`config.mk`:
```
export PLATFORM = sky130hd
export DESIGN_NAME = fft_sdf_stage
export DESIGN_NICKNAME = d
export VERILOG_FILES = /design/src/rtl/fft_sdf_stage.sv
export SDC_FILE = /design/constraint.sdc
export NUM_CORES = 2
export LEC_CHECK = 0
export ABC_AREA = 1
export CAP_MARGIN = 20
export CORE_ASPECT_RATIO = 1.1
export CORE_MARGIN = 2
export CORE_UTILIZATION = 45
export DETAILED_ROUTE_END_ITERATION = 8
export PLACE_DENSITY_LB_ADDON = 0.05
export SYNTH_ARGS = -nofsm -noshare
export SYNTH_HDL_FRONTEND = slang
export SYNTH_SLANG_ARGS = --single-unit
```
`constraint.sdc`:
```
create_clock -name iclk -period 4.12 [get_ports iclk]
set_input_delay 0.824 -clock iclk [delete_from_list [all_inputs] [get_ports iclk]]
set_output_delay 0.824 -clock iclk [all_outputs]
set_load 0.03 [all_outputs]
```
`src/rtl/fft_sdf_stage.sv`:
```
// Radix-2 single-delay-feedback butterfly stage with optional trivial +/-j rotation,
// per-stage round-half-up scaling or saturation, and a sticky overflow flag.
module fft_sdf_stage #(
    parameter int FFT_STG     = 7,
    parameter int REAL_WIDTH  = 18,
    parameter int IMGN_WIDTH  = 18,
    parameter int TOTAL_STAGE = 11,
    parameter int ROT_EN      = 0,
    parameter int ROT_BIT     = 0,
    localparam int CPLX_WIDTH = REAL_WIDTH + IMGN_WIDTH
) (
    input  logic                   iclk,
    input  logic                   rst_n,
    input  logic                   iclr,
    input  logic                   iinv,
    input  logic                   iscale,
    input  logic                   ien,
    input  logic [CPLX_WIDTH-1:0]  idata,
    input  logic [TOTAL_STAGE-1:0] iaddr,
    output logic                   oen,
    output logic [CPLX_WIDTH-1:0]  odata,
    output logic [TOTAL_STAGE-1:0] oaddr,
    output logic                   oovf
);
    localparam int DEPTH = 1 << (FFT_STG - 1);
    localparam int RW    = REAL_WIDTH;
    localparam int IW    = IMGN_WIDTH;

    // Returns {ovf, result}; v is a width+1 sum/difference.
    function automatic logic [RW:0] fit_re(input logic [RW:0] v, input logic scale);
        logic [RW:0] r;
        logic [RW:0] res;
        r = v + {{RW{1'b0}}, 1'b1};
        if (scale) res = {1'b0, r[RW:1]};
        else if (v[RW] != v[RW-1]) res = {1'b1, v[RW], {(RW-1){~v[RW]}}};
        else res = {1'b0, v[RW-1:0]};
        return res;
    endfunction

    function automatic logic [IW:0] fit_im(input logic [IW:0] v, input logic scale);
        logic [IW:0] r;
        logic [IW:0] res;
        r = v + {{IW{1'b0}}, 1'b1};
        if (scale) res = {1'b0, r[IW:1]};
        else if (v[IW] != v[IW-1]) res = {1'b1, v[IW], {(IW-1){~v[IW]}}};
        else res = {1'b0, v[IW-1:0]};
        return res;
    endfunction

    // Negation with saturation of the most negative value; returns {ovf, result}.
    function automatic logic [RW:0] neg_re(input logic [RW-1:0] a);
        logic [RW:0] res;
        if (a == {1'b1, {(RW-1){1'b0}}}) res = {1'b1, 1'b0, {(RW-1){1'b1}}};
        else res = {1'b0, ~a + {{(RW-1){1'b0}}, 1'b1}};
        return res;
    endfunction

    function automatic logic [IW:0] neg_im(input logic [IW-1:0] a);
        logic [IW:0] res;
        if (a == {1'b1, {(IW-1){1'b0}}}) res = {1'b1, 1'b0, {(IW-1){1'b1}}};
        else res = {1'b0, ~a + {{(IW-1){1'b0}}, 1'b1}};
        return res;
    endfunction

    logic [CPLX_WIDTH-1:0]  dly_r [DEPTH];
    logic [CPLX_WIDTH-1:0]  d_s, din_s, dout_s;
    logic [RW-1:0]          d_re_s, x_re_s, b_as_re_s;
    logic [IW-1:0]          d_im_s, x_im_s, a_as_im_s;
    logic [RW:0]            sum_re_s, dif_re_s, fs_re_s, fd_re_s, nb_s;
    logic [IW:0]            sum_im_s, dif_im_s, fs_im_s, fd_im_s, na_s;
    logic [TOTAL_STAGE-1:0] oaddr_s;
    logic [FFT_STG-1:0]     local_s, ord_s, cnt_r;
    logic                   phase_s, rot_sel_s, ovf_s, accept_s;
    logic                   start_s, track_s, hit_s, started_r, primed_r;

    assign d_s       = dly_r[DEPTH-1];
    assign d_re_s    = d_s[CPLX_WIDTH-1:IW];
    assign d_im_s    = d_s[IW-1:0];
    assign x_re_s    = idata[CPLX_WIDTH-1:IW];
    assign x_im_s    = idata[IW-1:0];
    assign sum_re_s  = {d_re_s[RW-1], d_re_s} + {x_re_s[RW-1], x_re_s};
    assign dif_re_s  = {d_re_s[RW-1], d_re_s} - {x_re_s[RW-1], x_re_s};
    assign sum_im_s  = {d_im_s[IW-1], d_im_s} + {x_im_s[IW-1], x_im_s};
    assign dif_im_s  = {d_im_s[IW-1], d_im_s} - {x_im_s[IW-1], x_im_s};
    assign fs_re_s   = fit_re(sum_re_s, iscale);
    assign fd_re_s   = fit_re(dif_re_s, iscale);
    assign fs_im_s   = fit_im(sum_im_s, iscale);
    assign fd_im_s   = fit_im(dif_im_s, iscale);
    // Component swap for rotation sign-extends or truncates when widths differ.
    assign b_as_re_s = RW'($signed(d_im_s));
    assign a_as_im_s = IW'($signed(d_re_s));
    assign nb_s      = neg_re(b_as_re_s);
    assign na_s      = neg_im(a_as_im_s);

    assign phase_s   = iaddr[FFT_STG-1];
    assign oaddr_s   = iaddr - TOTAL_STAGE'(DEPTH);
    assign rot_sel_s = (ROT_EN != 0) && oaddr_s[ROT_BIT];
    assign accept_s  = ien & ~iclr;

    assign local_s   = iaddr[FFT_STG-1:0];
    assign start_s   = (local_s == {FFT_STG{1'b0}});
    assign track_s   = start_s | started_r;
    assign ord_s     = start_s ? {FFT_STG{1'b0}} : cnt_r;
    assign hit_s     = track_s && (ord_s == FFT_STG'(DEPTH - 1));

    // Butterfly datapath: select emitted value and delay-line input by phase.
    always_comb begin
        din_s  = idata;
        dout_s = d_s;
        ovf_s  = 1'b0;
        if (phase_s) begin
            dout_s = {fs_re_s[RW-1:0], fs_im_s[IW-1:0]};
            din_s  = {fd_re_s[RW-1:0], fd_im_s[IW-1:0]};
            ovf_s  = fs_re_s[RW] | fs_im_s[IW] | fd_re_s[RW] | fd_im_s[IW];
        end else if (rot_sel_s) begin
            if (iinv) begin
                dout_s = {nb_s[RW-1:0], a_as_im_s};
                ovf_s  = nb_s[RW];
            end else begin
                dout_s = {b_as_re_s, na_s[IW-1:0]};
                ovf_s  = na_s[IW];
            end
        end else begin
            dout_s = d_s;
            ovf_s  = 1'b0;
        end
    end

    // Feedback delay line; holds data only, so it is left unreset.
    always_ff @(posedge iclk) begin
        if (accept_s) begin
            dly_r[0] <= din_s;
            for (int i = 1; i < DEPTH; i++) begin
                dly_r[i] <= dly_r[i-1];
            end
        end
    end

    // Output registers, priming tracker and sticky overflow.
    always_ff @(posedge iclk or negedge rst_n) begin
        if (!rst_n) begin
            oen       <= 1'b0;
            odata     <= {CPLX_WIDTH{1'b0}};
            oaddr     <= {TOTAL_STAGE{1'b0}};
            oovf      <= 1'b0;
            primed_r  <= 1'b0;
            started_r <= 1'b0;
            cnt_r     <= {FFT_STG{1'b0}};
        end else if (iclr) begin
            oen       <= 1'b0;
            oovf      <= 1'b0;
            primed_r  <= 1'b0;
            started_r <= 1'b0;
            cnt_r     <= {FFT_STG{1'b0}};
        end else if (ien) begin
            oen   <= primed_r;
            odata <= dout_s;
            oaddr <= oaddr_s;
            // Unprimed outputs carry stale delay-line data, so they never raise the flag.
            if (primed_r && ovf_s) oovf <= 1'b1;
            if (track_s) begin
                started_r <= 1'b1;
                if (!primed_r) cnt_r <= ord_s + FFT_STG'(1);
                if (hit_s) primed_r <= 1'b1;
            end
        end else begin
            oen <= 1'b0;
        end
    end
endmodule
```
==> summary.txt <==
Status
  – Status: complete, no violations

Clocking
  – Buffer depth of the longest clock path: 3
  – CTS root buf: clkbuf_16
  – TritonCTS Sinks: 2362
  – CTS tree: yes
  – CTS H-tree depth: 4
  – Clk Latency, worst-skew pair: 0.86 ns
  – Clock edge transition at the registers on the reported setup and hold paths: 0.06 ns
  – CTS resizes: 0
  – Hold-fix buffers, CTS: 0
  – Post-CTS repair timing setup buffer count: 0
  – TritonCTS buffer count: 218

Floorplan
  – Initial Util: 45.2%
  – Die width: just over 400 um
  – Core area: 177000 um2
  – Row count: around 160
  – Number of top-level pins: around 100
  – Height of the die: roughly 450 um
  – Die area: 181000 um2

Timing
  – Min Tclk post-route: about 3.6 ns
  – Final Cycle Share: 87.3%
  – Worst hold margin: 0.0933 ns
  – Final Skew: 0.0478 ns
  – Relative slew slack: 41.1%
  – RSZ-0062 raised after global routing: no
  – Final setup fails: 0
  – Fmax: 0.278 GHz
  – Least-Margin Pin Slew: 0.883 ns
  – Pins Over Slew Limit: 0
  – Final Hold Fails: 0

Pwr
  – Total power: ~0.05 W
  – Lkg Pwr: approximately 33 nW
  – Pwr per Cell Area: between 500 and 600 nW/um2
  – Maximum vdd drop: just over 0.4 mV

Worst setup path
  – CP startpoint kind: flip-flop
  – CP Class: flip-flop to flip-flop
  – Req. time, crit path: 4.85 ns
  – Worst path arrival time: around 4.3 ns
  – Setup crit end kind: flip-flop
  – CP max FO: 5

Finish
  – Final core utilization: a little over half
  – Multi-input logic area: 8030 um2
  – Fill cells: about 14000
  – Layout area overhead: 16.2%
  – Share of layout cells above drive strength 1: about 14%
  – Fin nets: ~4900
  – Reg area: roughly 70000 um2

Global route
  – Number of global-route vias before repair: 34500
  – First-pass GRT wire length: 207000 um
  – GRT Total Usage: 15.0%
  – Initial antenna violation count: 19
  – Largest net degree at the start of global routing: 149
  – Overflow after GRT: 0

Synthesis
  – Synth Instances: around 4200
  – Yosys warns: 0
  – Mapped Area: 80000 um2
  – Net Count, Synth: ~4400
  – EDFF count, synth: approximately 2300
  – Post-synth cell types: 52
  – Yosys reg bits: approximately 2400
  – Synth async-reset ratio: between 2 and 2.5%
  – Seq/Total Area, Yosys: between 80% and 90%
  – Ys flop type: edfxtp_1
  – Syn Area/Cell: 19.0 um2

Route
  – Post-DR wirelength/cell: about 19 um
  – Post-route ant nets: 0
  – Drt first pass iters: 5
  – Final WL: 135000 um
  – Via-to-Cell Ratio: 4.83
  – 1st-iter DRT viols: 3410
  – Total number of vias: 35200
  – DRC viols: 0

Placement
  – Detailed Place HPWL: 81900 um
  – Placer Congestion: a little over 0.8
  – Port buffer count: 100

Worst hold path
  – Hold Crit Class: input pin to asynchronous set/reset pin

Flow run
  – Max Cap Violations: 0
==> cells in the mapped netlist (7+ instances only) <==
library cell / number / share of area, %
o211ai_1: 7 / 0.066
a21oi_2: 8 / 0.088
inv_2: 26 / 0.12
nand3_2: 9 / 0.11
edfxtp_1: 2304 / 86
nand4_1: 38 / 0.30
buf_4: 10 / 0.094
nor2_1: 177 / 0.83
nor2_2: 25 / 0.20
dfrtp_1: 58 / 1.8
o22ai_1: 8 / 0.063
ha_1: 82 / 1.3
a21oi_1: 104 / 0.65
o221ai_1: 11 / 0.12
buf_2: 19 / 0.12
o21ai_1: 16 / 0.10
inv_1: 249 / 1.2
o21bai_1: 7 / 0.066
nor3_1: 19 / 0.12
nand2_2: 44 / 0.34
a22oi_1: 11 / 0.10
xor2_1: 25 / 0.27
a31oi_1: 8 / 0.063
xnor2_1: 8 / 0.088
nand3_1: 151 / 0.94
o21ai_0: 96 / 0.60
nand2_1: 609 / 2.9
clkbuf_1: 23 / 0.11
==> metal layers <==
| metal | track usage [%] | up-vias | share of wire [%] |
|---|---|---|---|
| met5 | 0 | - | 0.10 |
| met4 | 4.61 | 24 | 2.3 |
| met3 | 3.93 | 244 | 6.0 |
| met2 | 19.9 | 650 | 41 |
| met1 | 24.0 | 17700 | 51 |
| li1 | - | 16600 | - |
==> path summary, 6_finish.rpt <==
check | start | cells after the start | to | slack [ns]
min in group iclk | dly_r[0][1039] | 0 | dly_r[0][1075] | 0.38
worst max-delay path | dly_r[1][1134] | 16 | dly_r[0][27] | 0.52
worst min register to register | dly_r[0][1039] | 0 | dly_r[0][1075] | 0.38
max in group asynchronous | rst_n | 1 | odata[20] | 3.41
worst max register to register | dly_r[1][1134] | 16 | dly_r[0][27] | 0.52
worst min-delay path | rst_n | 1 | oaddr[0] | 0.09
==> power by group <==
part	switching, W	leakage (nW)	internal (W)	total, W
logic	0.00183	6.73	0.000858	0.00269
clock network	0.00853	3.45	0.0113	0.0198
registers	0.000338	22.3	0.0274	0.0278
total	0.0107	32.5	0.0395	0.0502
==> cell families (layout without fill, tap and decap cells) <==
| kind of cell | Yosys count | after routing | synth area share [%] |
|---|---|---|---|
| DFF | 2362 | 2362 | 88.2 |
| and+or+nand+nor | 1107 | 1107 | 6.12 |
| buffers and inverters | 339 | 1034 | 1.74 |
| AOI/OAI and AO/OA | 283 | 283 | 1.99 |
| adders and majority gates | 86 | 86 | 1.38 |
| xor gates and xnor gates | 38 | 38 | 0.519 |
| other | 0 | 3 | 0 |
==> registers in the layout (all words and copies together), names as in the netlist <==
name,count
oen,1
started_r,1
primed_r,1
odata,36
dly_r,2304
oaddr,11
oovf,1
cnt_r,7
==> layout by cell type (no fill, tap or decap), drive strengths merged, types with 8 or more instances in the layout <==
cell | Yosys | final
inv | 278 | 283
nand2 | 656 | 656
dfrtp | 58 | 58
nor3 | 25 | 25
o22ai | 8 | 8
clkinv | 3 | 106
clkbuf | 24 | 269
a22oi | 11 | 11
a31oi | 8 | 8
edfxtp | 2304 | 2304
xnor2 | 8 | 8
nor2 | 208 | 208
bufinv | 0 | 22
nand3 | 162 | 162
a21oi | 113 | 113
o21ai | 112 | 112
xor2 | 30 | 30
o221ai | 11 | 11
ha | 82 | 82
nand4 | 39 | 39
clkdlybuf4s50 | 0 | 98
buf | 34 | 252
==> through the flow <==
step                      cell area [um2]  cells  worst slack, ns  setup TNS (ns)
final                               93000   7291            0.524               0
after global routing                93000   7289            0.234               0
after CTS                           93000   7288            0.525               0
after detailed placement            85900   6885           -0.292           -6.49
after global placement              85900   6885           -0.264           -5.87
after floorplan                     80100   4215            -3.60        -6989.33
==> critical path: stages (launching register included) <==
cell	delay (ns)
edfxtp_1	0.63
inv_1	0.10
ha_1	0.24
fa_1	0.51
inv_1	0.10
ha_1	0.14
inv_1	0.06
nor2_2	0.12
nand3_1	0.12
nor2_1	0.16
nand3_1	0.13
nor2_2	0.23
nand2_1	0.10
o21ai_0	0.16
nand3_1	0.08
a31oi_1	0.41
buf_4	0.19
==> cell type report <==
| type | instances | area share, % |
|---|---|---|
| sequential | 2362 | 76.0 |
| clock inverter | 134 | 1.49 |
| multi-input combinational | 1514 | 8.63 |
| clock buffer | 269 | 6.15 |
| inverter | 281 | 1.16 |
| tap | 2378 | 3.20 |
| antenna | 3 | 0.00807 |
| timing repair buffer | 350 | 3.40 |
Power figures use the tool's default switching activity.
